--- config.mk ---
export PLATFORM = sky130hd
export DESIGN_NAME = au_sub_dserial_flat
export DESIGN_NICKNAME = d
export VERILOG_FILES = /design/src/rtl/au_sub_dserial_if.sv /design/src/rtl/au_sub_dserial.sv /design/src/flat_wrapper.sv
export SDC_FILE = /design/constraint.sdc
export NUM_CORES = 1
export LEC_CHECK = 0
export ABC_CLOCK_PERIOD_IN_PS = 4500
export CAP_MARGIN = 30
export CORE_UTILIZATION = 40
export CTS_BUF_LIST = sky130_fd_sc_hd__clkbuf_8
export DETAILED_ROUTE_END_ITERATION = 8
export HOLD_SLACK_MARGIN = 0.12
export PLACE_DENSITY = 0.7
export SLEW_MARGIN = 5
export SYNTH_ARGS = -nofsm -noshare
export SYNTH_HDL_FRONTEND = slang
export SYNTH_SLANG_ARGS = --single-unit
--- constraint.sdc ---
create_clock -name clk -period 4.5 [get_ports clk]
set_input_delay 0.9 -clock clk [delete_from_list [all_inputs] [get_ports clk]]
set_output_delay 0.9 -clock clk [all_outputs]
set_load 0.03 [all_outputs]
--- src/rtl/au_sub_dserial_if.sv ---
// Handshake and operand/result bundle for the digit-serial subtractor.
interface au_sub_dserial_if #(
  parameter int unsigned WIDTH = 16
);
  logic             in_valid;
  logic             in_ready;
  logic [WIDTH-1:0] a;
  logic [WIDTH-1:0] b;
  logic             bi;
  logic             out_valid;
  logic             out_ready;
  logic [WIDTH-1:0] d;
  logic             bo;

  modport master (
    output in_valid, a, b, bi, out_ready,
    input  in_ready, out_valid, d, bo
  );

  modport slave (
    input  in_valid, a, b, bi, out_ready,
    output in_ready, out_valid, d, bo
  );
endinterface

--- src/rtl/au_sub_dserial.sv ---
// Digit-serial unsigned subtractor: {bo, d} = a - b - bi, one DIGIT-bit slice
// per cycle through a registered borrow, valid/ready on both sides.
module au_sub_dserial #(
  parameter int unsigned WIDTH = 16,
  parameter int unsigned DIGIT = 4
) (
  input logic            clk,
  input logic            rst_n,
  au_sub_dserial_if.slave bus
);
  localparam int unsigned N      = (WIDTH + DIGIT - 1) / DIGIT;
  localparam int unsigned PW     = N * DIGIT;
  localparam int unsigned KW     = (N > 1) ? $clog2(N) : 1;
  localparam logic [KW-1:0] K_LAST = KW'(N - 1);

  typedef enum logic [1:0] {IDLE, CALC, DONE} state_e;

  state_e           state_q, state_d;
  logic [PW-1:0]    a_q, a_d;
  logic [PW-1:0]    b_q, b_d;
  logic             borrow_q, borrow_d;
  logic [KW-1:0]    k_q, k_d;
  logic [WIDTH-1:0] d_q, d_d;
  logic             bo_q, bo_d;
  logic [DIGIT:0]   step;

  always_ff @(posedge clk) begin
    if (!rst_n) begin
      state_q  <= IDLE;
      a_q      <= '0;
      b_q      <= '0;
      borrow_q <= 1'b0;
      k_q      <= '0;
      d_q      <= '0;
      bo_q     <= 1'b0;
    end else begin
      state_q  <= state_d;
      a_q      <= a_d;
      b_q      <= b_d;
      borrow_q <= borrow_d;
      k_q      <= k_d;
      d_q      <= d_d;
      bo_q     <= bo_d;
    end
  end

  always_comb begin
    state_d = state_q;
    unique case (state_q)
      IDLE:    if (bus.in_valid)     state_d = CALC;
      CALC:    if (k_q == K_LAST)    state_d = DONE;
      DONE:    if (bus.out_ready)    state_d = IDLE;
      default:                       state_d = IDLE;
    endcase
  end

  // Operands shift down one digit per cycle, so the active digit is always
  // the low slice; the result is steered into place by the digit counter.
  always_comb begin
    a_d      = a_q;
    b_d      = b_q;
    borrow_d = borrow_q;
    k_d      = k_q;
    d_d      = d_q;
    bo_d     = bo_q;
    step     = {1'b0, a_q[DIGIT-1:0]} - {1'b0, b_q[DIGIT-1:0]}
             - {{DIGIT{1'b0}}, borrow_q};
    unique case (state_q)
      IDLE: begin
        if (bus.in_valid) begin
          a_d      = PW'(bus.a);
          b_d      = PW'(bus.b);
          borrow_d = bus.bi;
          k_d      = '0;
        end
      end
      CALC: begin
        a_d      = a_q >> DIGIT;
        b_d      = b_q >> DIGIT;
        borrow_d = step[DIGIT];
        k_d      = (k_q == K_LAST) ? '0 : k_q + 1'b1;
        for (int unsigned i = 0; i < WIDTH; i++) begin
          if (k_q == KW'(i / DIGIT)) d_d[i] = step[i % DIGIT];
        end
        if (k_q == K_LAST) bo_d = step[DIGIT];
      end
      default: ;
    endcase
  end

  always_comb begin
    bus.in_ready  = (state_q == IDLE);
    bus.out_valid = (state_q == DONE);
    bus.d         = d_q;
    bus.bo        = bo_q;
  end
endmodule
--- src/flat_wrapper.sv ---
// flat-port wrapper written by rule: the top's interface ports become plain ports
module au_sub_dserial_flat 
#(
  parameter int unsigned WIDTH = 16,
  parameter int unsigned DIGIT = 4
)
  (clk, rst_n, bus_in_valid, bus_a, bus_b, bus_bi, bus_out_ready, bus_in_ready, bus_out_valid, bus_d, bus_bo);
  au_sub_dserial_if #(.WIDTH(WIDTH)) bus_i ();
  input logic clk;
  input logic rst_n;
  input wire logic [$bits(bus_i.in_valid)-1:0] bus_in_valid;
  input wire logic [$bits(bus_i.a)-1:0] bus_a;
  input wire logic [$bits(bus_i.b)-1:0] bus_b;
  input wire logic [$bits(bus_i.bi)-1:0] bus_bi;
  input wire logic [$bits(bus_i.out_ready)-1:0] bus_out_ready;
  output wire logic [$bits(bus_i.in_ready)-1:0] bus_in_ready;
  output wire logic [$bits(bus_i.out_valid)-1:0] bus_out_valid;
  output wire logic [$bits(bus_i.d)-1:0] bus_d;
  output wire logic [$bits(bus_i.bo)-1:0] bus_bo;
  assign bus_i.in_valid = bus_in_valid;
  assign bus_i.a = bus_a;
  assign bus_i.b = bus_b;
  assign bus_i.bi = bus_bi;
  assign bus_i.out_ready = bus_out_ready;
  assign bus_in_ready = bus_i.in_ready;
  assign bus_out_valid = bus_i.out_valid;
  assign bus_d = bus_i.d;
  assign bus_bo = bus_i.bo;
  au_sub_dserial #(.WIDTH(WIDTH), .DIGIT(DIGIT)) u_core (.clk(clk), .rst_n(rst_n), .bus(bus_i));
endmodule
## After elaboration in Yosys (flattened, before gate mapping)

Index checks and enable logic that the tools add are counted.

| storage, ports and cells | value |
|---|---|
| flip-flop bits (word level) | 54 |
| output and inout port bits | 19 |
| bits of input ports | 37 |
| logic and storage cells | 43 |

| operators by class | value |
|---|---|
| equality and inequality tests | 8 |
| $add $sub $neg | 3 |
| muxes and demuxes | 13 |
| reduce and logical (&&, ||, !) cells | 9 |

Operators with widths:

| cell | number |
|---|---|
| 16-bit case mux with 2 select lines | 2 |
| 16-bit two-way mux | 2 |
| 2-bit two-way mux | 5 |
| 2-bit AND reduction | 5 |
| 2-bit equality test, second input constant | 3 |
| 2-bit case mux with 3 select lines | 1 |
| 4-bit by 4-bit subtractor with 5-bit output | 1 |
| 5-bit by 1-bit subtractor with 5-bit output | 1 |
| 2-bit by 1-bit equality test with 1-bit output, second input constant | 2 |
| 2-bit logical NOT | 2 |
| 2-bit != test, second input constant | 2 |
| 2-bit case mux with 2 select lines | 1 |
| 3-bit AND reduction | 1 |
| 2-bit by 1-bit adder with 2-bit output, second input constant | 1 |
| 2-bit by 1-bit != test with 1-bit output, second input constant | 1 |
| 1-bit case mux with 2 select lines | 1 |
| 2-bit nonzero test | 1 |
| 1-bit two-way mux | 1 |

## Logic depth before layout (Yosys ltp)

Gate-level depths: netlist (run 1).

| depth | value |
|---|---|
| depth in word-level cells | 3 |
| depth in mapped cells | 7 |

## Worst setup path after synthesis (run 1)

Ideal clock, no wire load.

| timing path | value |
|---|---|
| path kind | reg2out |
| start | register u_core.state_q[1] |
| end | output port bus_out_valid |
| slack | 2.554 ns |
| stages on the path, launching flop included | 3 |
| arrival time | 1.046 ns |
| path through | dfxtp_1 buf_4 nor2b_1 |

| between the ends | value |
|---|---|
| longest elaborated chain between the ends | 1 |

RTL lines:

| what | RTL line | text |
|---|---|---|
| from (decl) | au_sub_dserial.sv:18 | `state_e state_q, state_d;` |
| from (signal assigned) | au_sub_dserial.sv:37 | `state_q <= state_d;` |
| 2-bit equality test | au_sub_dserial.sv:93 | `bus.out_valid = (state_q == DONE);` |
| to (decl) | flat_wrapper.sv:17 | `output wire logic [$bits(bus_i.out_valid)-1:0] bus_out_valid;` |

Every way passes these cells.

## Final worst setup path (run 1)

Same ends and word-level chain as after synthesis.

==> results of run 1 <==
==> per-stage QoR <==
step           utilization [%]  total power [mW]  hold slack (ns)  cell area, sq um  std cells
2_1_floorplan                -             0.717            0.455              2770        294
3_3_place_gp              49.4             0.774            0.463              3230        403
3_5_place_dp              49.7             0.780            0.464              3250        404
4_1_cts                   50.9              1.03            0.481              3320        411
5_1_grt                   50.9              1.08            0.517              3320        411
6_report                  50.9              1.02            0.480              3320        411
==> flip-flops by register name, indices dropped and copies added (netlist names) <==
signal,count
u_core.bus.d,16
u_core.b_q,16
u_core.bus.bo,1
u_core.borrow_q,1
u_core.a_q,16
u_core.state_q,2
u_core.k_q,2
==> layout make-up <==
class | instances | share of cell area (%)
clock buffer | 5 | 2.07
inverter | 14 | 1.58
tap | 77 | 2.90
timing repair buffer | 57 | 17.4
multi-input combinational | 202 | 43.3
sequential | 54 | 32.5
clock inverter | 2 | 0.226
==> power groups by stage <==
| stage | clock network [mW] | logic (mW) | registers (mW) |
|---|---|---|---|
| after CTS | 0.262 | 0.240 | 0.531 |
| after detailed placement | 0 | 0.238 | 0.542 |
| after global placement | 0 | 0.233 | 0.541 |
| after global routing | 0.278 | 0.265 | 0.535 |
| final | 0.251 | 0.238 | 0.530 |
| after floorplan | 0 | 0.169 | 0.548 |
==> critical path, cell delays in order (launching register included) <==
cell and delay, ns:
dfxtp_1 0.61, nor2b_1 0.23, clkdlybuf4s50_1 0.69
==> metal layers <==
| metal | up-vias | routed length (microns) | share of wire [%] | global-route usage (%) |
|---|---|---|---|---|
| li1 | 1083 | - | - | - |
| met1 | 957 | 2590 | 50 | 20.5 |
| met2 | 40 | 2290 | 44 | 24.6 |
| met3 | 6 | 238 | 4.6 | 3.60 |
| met4 | 0 | 71 | 1.4 | 5.08 |
| met5 | - | 0 | 0 | 0 |
==> cell usage in the layout (no fill, tap or decap), drive strengths merged <==
master | synthesis | layout
a211oi | 8 | 8
a21o | 2 | 2
a21oi | 5 | 5
a22oi | 7 | 7
a2bb2oi | 1 | 1
a311oi | 25 | 25
a31oi | 1 | 1
and3 | 1 | 1
and3b | 4 | 4
buf | 22 | 2
clkbuf | 2 | 5
clkdlybuf4s50 | 0 | 55
dfxtp | 54 | 54
fa | 2 | 2
ha | 10 | 10
inv | 14 | 16
mux2 | 1 | 1
mux2i | 5 | 5
nand2 | 60 | 60
nand2b | 3 | 3
nand3 | 1 | 1
nand3b | 2 | 2
nor2 | 47 | 47
nor2b | 4 | 4
nor3 | 1 | 1
nor3b | 1 | 1
o21ai | 3 | 3
o21ba | 1 | 1
o21bai | 1 | 1
o32ai | 4 | 4
xnor2 | 2 | 2
==> worst max-delay path by stage <==
stage          slack, ns  cells past startpoint               to
2_1_floorplan       2.55                      2    bus_out_valid
3_3_place_gp        1.68                      4  u_core.borrow_q
3_5_place_dp        1.68                      4  u_core.borrow_q
4_1_cts             1.74                      2    bus_out_valid
5_1_grt             1.66                      2    bus_out_valid
6_report            1.77                      2    bus_out_valid
==> logic make-up after synthesis <==
family / Yosys count / synth area share [%]
AO/OA/AOI/OAI: 58 / 22.4
XOR/XNOR: 2 / 0.633
adder cells (fa/ha/maj): 12 / 5.97
buffers and inverters: 38 / 9.00
flip-flops: 54 / 39.1
multiplexers: 6 / 2.35
AND/OR/NAND/NOR: 124 / 20.6
==> impl_results.md, run 1 <==
- Status: finished, final reports clean
- Drt drc: 0
- Final wirelength: 5180 microns
- Worst skew pair latency: around 0.30 ns
- IO Count: 56
- FILL cells: 635
- Worst IR Drop VDD: 0.155 mV
- First-pass GRT wire length: 8910 microns
- Psw: 0.298 mW
- Period utilization: roughly three fifths
- Die Area: 7260 sq um
- Internal: 0.721 mW
- 1st-iter DRT viols: 106
- Cell depth of the worst flop-to-flop path: 6
- Worst-Margin Slew: 0.881 ns
- Most numerous cell in the Yosys netlist: dfxtp_1
- Vias per Instance: 5.08
- Setup TNS: 0 ns
- Most frequent cells after synthesis: dfxtp_1, nor2_1, nand2_1, a311oi_2, nand2_2
- Cell type with the largest total area after synthesis: dfxtp_1
- Combinational share of power: between 20% and 30%
- Setup-failing EPs final: 0
- CTS Buffer Depth: 2
- Die Ht: 85.2 microns
- Syn_area_per_cell: 9.41 sq um
- Sequential share of the synthesized area: roughly two fifths
- Critical Path Fanout Max: 16
- Unique masters post-synth: 38
- FF-to-FF End: u_core.borrow_q
- Setup bufs post-CTS: 0
- Largest net degree at the start of global routing: 50
- Crit path arrival time: 1.83 ns
- F_max: 366 MHz
- Port bufs: 55
- TritonCTS Buffers: 5
- Pwr dens: 307 nW/um^2
- YS warnings: 0
- Post-Synthesis Net Count: 343
- Post-CTS sizing: 0
- Top cells by area, synth: dfxtp_1, a311oi_2, nor2_1, nand2_1, ha_1
- Placeable Area: between 6000 and 7000 sq um
- P_leak: 1.24 nW
- Final ANT Viol Nets: 0
- Share of the synthesized area in the top cell type: 39.1%
- CP Launch Type: register
- Syn-to-layout area delta: 20.0%
- Clock Skew: 0.00752 ns
- Reg2Reg Launch Point: u_core.borrow_q
- Ys flop type: dfxtp_1
- Total GRT Usage: approximately 15%
- Initial antenna violation count: 0
- Crit Path Class: register to output port
- Clk pwr share: 24.6%
- DIE WIDTH: 85.2 microns
- Antenna cells: 0
- FF-to-FF setup slack: 2.44 ns
- Slew HR: 41.3%
- Post-Syn Instances: 294
- TritonRoute pass-1 iters: 5
- CP endpoint kind: output port
- Layout Nets: 383
- Dpl hpwl: 3650 microns
- Pre-CTS WS: 1.68 ns
- CP Data Required Time: 3.60 ns
- CTS H-Tree Depth: 2
- Flop and latch count out of synthesis: 54
- RePlAce Congestion: 0.684
- FP Rows: 29
- Routed wire per std cell: 12.6 microns
- Worst hold path class: register to register
- Max Cap Violations: 0
- Hold Crit Start: u_core.b_q[4]
- Root Buffer Master: clkbuf_8
- Worst Slack Setup Final: 1.77 ns
- Share of layout cells above drive strength 1: 16.5%
- Register Area: 1080 sq um
- Final Hold Viols: 0
- Hold_buf cts: 0
- Seq pwr share: 52.0%
- Post-route minimum period: 2.73 ns
- Hold path cells: 2
- Vias in the first global route: 1,962
- EDFF count, synth: 0
- Sw Share: between 20% and 30%
- Sink Count: 54
- CTS tree: built
- RSZ-0062 raised after global routing: no
- Mapped Area: 2770 sq um
- Worst setup path start: u_core.state_q[1]
- Initial core utilization: 42.4%
- Hold EP: u_core.b_q[0]
- Slew Viols, Final: 0
- Area occupied by multi-input gates: 1440 sq um
- Gr ovfl total: 0
- Async S/R FF share, synth: 0%
- Vias: 2,086
- Clock-pin slew of the registers on the worst-case setup and hold paths: ~0.090 ns
Power figures use the tool's default switching activity.
==> inputs of run 2 (changes only) <==
--- a/config.mk
+++ b/config.mk
@@ -5,7 +5,7 @@
 export SDC_FILE = /design/constraint.sdc
 export NUM_CORES = 1
 export LEC_CHECK = 0
-export ABC_CLOCK_PERIOD_IN_PS = 4500
+export ABC_CLOCK_PERIOD_IN_PS = 2900
 export CAP_MARGIN = 30
 export CORE_UTILIZATION = 40
 export CTS_BUF_LIST = sky130_fd_sc_hd__clkbuf_8
==> constraint.sdc (replaced) <==
create_clock -name clk -period 2.9 [get_ports clk]
set_input_delay 0.58 -clock clk [delete_from_list [all_inputs] [get_ports clk]]
set_output_delay 0.58 -clock clk [all_outputs]
set_load 0.03 [all_outputs]
==> run 2 against run 1 <==
Compared with the run above:
- first-iteration DRC count is 5.7% lower
- clock skew grew 0.0023 ns
- largest cell class unchanged
- largest power group unchanged
- wire length increased by 1.3%
- clock power up 64%
- critical path type unchanged
==> impl_results.md, run 2 (same netlist as run 1, synthesis figures left out) <==
- Final Hold Viols: 0 (unchanged)
- TritonRoute pass-1 iters: 6 (+1)
- Initial core utilization: 42.4% (unchanged)
- Slew Viols, Final: 0 (unchanged)
- Clock Skew: 0.00983 ns (+0.00230 ns)
- Slew HR: 67.0% (+26 points)
- Area occupied by multi-input gates: 1440 sq um (unchanged)
- Max Cap Violations: 0 (unchanged)
- CP Data Required Time: 2.32 ns (-1.28 ns)
- First-pass GRT wire length: 8980 microns (+0.70%)
- Drt drc: 0 (unchanged)
- CP bufs+invs: 1 (unchanged)
- Register Area: 1080 sq um (unchanged)
- Port bufs: 55 (unchanged)
- Die Area: 7260 sq um (unchanged)
- Final ANT Viol Nets: 0 (unchanged)
- Critical Path Stages: 2 (unchanged)
- Layout Nets: 387 (+1.0%)
- Worst hold slack: 0.481 ns (+0.00168 ns)
- Utilization after layout: 51.5% (+0.61 points)
- Final wirelength: 5250 microns (+1.3%)
- Setup-failing EPs final: 0 (unchanged)
- Antenna cells: 0 (unchanged)
- Metal3 WL: 250 microns (+5.0%)
- FP Rows: 29 (unchanged)
- Root Buffer Master: clkbuf_8
- Clock-pin slew of the registers on the worst-case setup and hold paths: 0.09 ns (about the same)
- Worst IR Drop VDD: 0.214 mV (+38%)
- Slowest CP cell: clkdlybuf4s50_1
- Most frequent cells in the layout: clkdlybuf4s50_1, dfxtp_1, nor2_1
- Pwr Total: 1.61 mW (+58%)
- Syn-to-layout area delta: 21.5%
- Total GRT Usage: 15.5% (+0.14 points)
- Gr ovfl total: 0 (unchanged)
- M1 WL: 2670 microns (+3.2%)
- Die Ht: 85.2 microns (unchanged)
- Period utilization: 82.9%
- Vias: 2,118 (+1.5%)
- Largest stage delay, worst path: 0.69 ns (about the same)
- CTS tree: built
- Vias per Instance: 5.09 (+0.31%)
- Most common cell after layout, fill and taps aside: clkdlybuf4s50_1
- Post-CTS sizing: 0 (unchanged)
- CTS H-Tree Depth: 2 (unchanged)
- Largest net degree at the start of global routing: 50 (unchanged)
- CP endpoint kind: output port
- Worst skew pair latency: 0.31 ns (about the same)
- Hold_buf cts: 0 (unchanged)
- Pwr dens: 479 nW/um^2 (+56%)
- Vias in the first global route: 1,885 (-3.9%)
- Top Layer Used: met4
- Crit path max-delay family: buffers and inverters
- Status: finished, final reports clean
- TritonCTS Buffers: 5 (unchanged)
- IO Count: 56 (unchanged)
- Routed wire per std cell: 12.6 microns (+0.11%)
- P_leak: 1.27 nW (+1.7%)
- Initial antenna violation count: 0 (unchanged)
- Critical Path Fanout Max: 16 (unchanged)
- Setup TNS: 0 ns (unchanged)
- Post-route minimum period: 2.40 ns
- Share of layout cells above drive strength 1: 18.0% (+1.5 points)
- CTS Buffer Depth: 2 (unchanged)
- Met2 wire len: 2270 microns (-0.92%)
- 1st-iter DRT viols: 100 (-5.7%)
- Cell depth of the worst flop-to-flop path: 6 (unchanged)
- RePlAce Congestion: 0.717 (+4.9%)
- RSZ-0062 raised after global routing: no
- Placeable Area: 6530 sq um (unchanged)
- Worst hold path class: register to register
- F_max: ~420 MHz
- Hold path cells: 2 (unchanged)
- Crit Path Class: register to output port
- Sink Count: 54 (unchanged)
- DIE WIDTH: 85.2 microns (unchanged)
- Crit path arrival time: 1.82 ns (about the same)
- CP Launch Type: register
- FF-to-FF setup slack: 0.83 ns (-1.61 ns)
- CP cell instances: nor2b_1, clkdlybuf4s50_1
- Dpl hpwl: 3710 microns (+1.6%)
- Worst-Margin Slew: 0.495 ns (-0.387 ns)
- FILL cells: 630 (-0.79%)
- Setup bufs post-CTS: 0 (unchanged)
==> run 2: cell count changes in the layout (fill, tap and decap cells not counted) <==
| cell | before | now |
|---|---|---|
| buf_4 | 1 | 5 |
| clkinv_2 | 0 | 1 |
| clkinv_4 | 0 | 1 |
| inv_1 | 15 | 14 |
==> run 2: layer usage <==
layer / track usage [%] / vias up
met5: 0 / -
li1: - / 1097
met3: 3.50 / 6
met4: 5.08 / 0
met2: 22.7 / 47
met1: 22.5 / 968
==> run 2: through the flow <==
step | setup slack, ns | std cells | cell area (sq um)
finish | 0.495 | 416 | 3360
global route | 0.387 | 416 | 3360
CTS | 0.488 | 416 | 3360
detailed placement | 0.779 | 408 | 3280
global placement | 0.827 | 408 | 3280
floorplan | 1.06 | 294 | 2770
==> run 2: worst paths after layout <==
path | startpoint | to
worst max-delay path | u_core.state_q[1] | bus_out_valid
worst min-delay path | u_core.b_q[6] | u_core.b_q[2]
worst max register to register | u_core.borrow_q | u_core.borrow_q
worst min register to register | u_core.b_q[6] | u_core.b_q[2]
==> run 2: layout make-up <==
class                           count  share of cell area, %
Clock inverter                      3                  0.521
Inverter                           14                   1.56
Timing Repair Buffer               61                   18.1
Multi-Input combinational cell    202                   42.8
Sequential cell                    54                   32.2
Tap cell                           77                   2.87
Clock buffer                        5                   2.05
==> run 2: report_power, final <==
| group | total [mW] | internal, mW | switching [mW] |
|---|---|---|---|
| sequential | 0.820 | 0.790 | 0.0303 |
| combinational | 0.379 | 0.172 | 0.207 |
| clock | 0.411 | 0.167 | 0.243 |
==> run 2: tightest hold or removal path: cells and delay by family, from the launching register on <==
| family | cells | cell delay, ns |
|---|---|---|
| flip-flops | 1 | 0.32 |
| AO/OA/AOI/OAI | 1 | 0.07 |
| AND/OR/NAND/NOR | 1 | 0.05 |
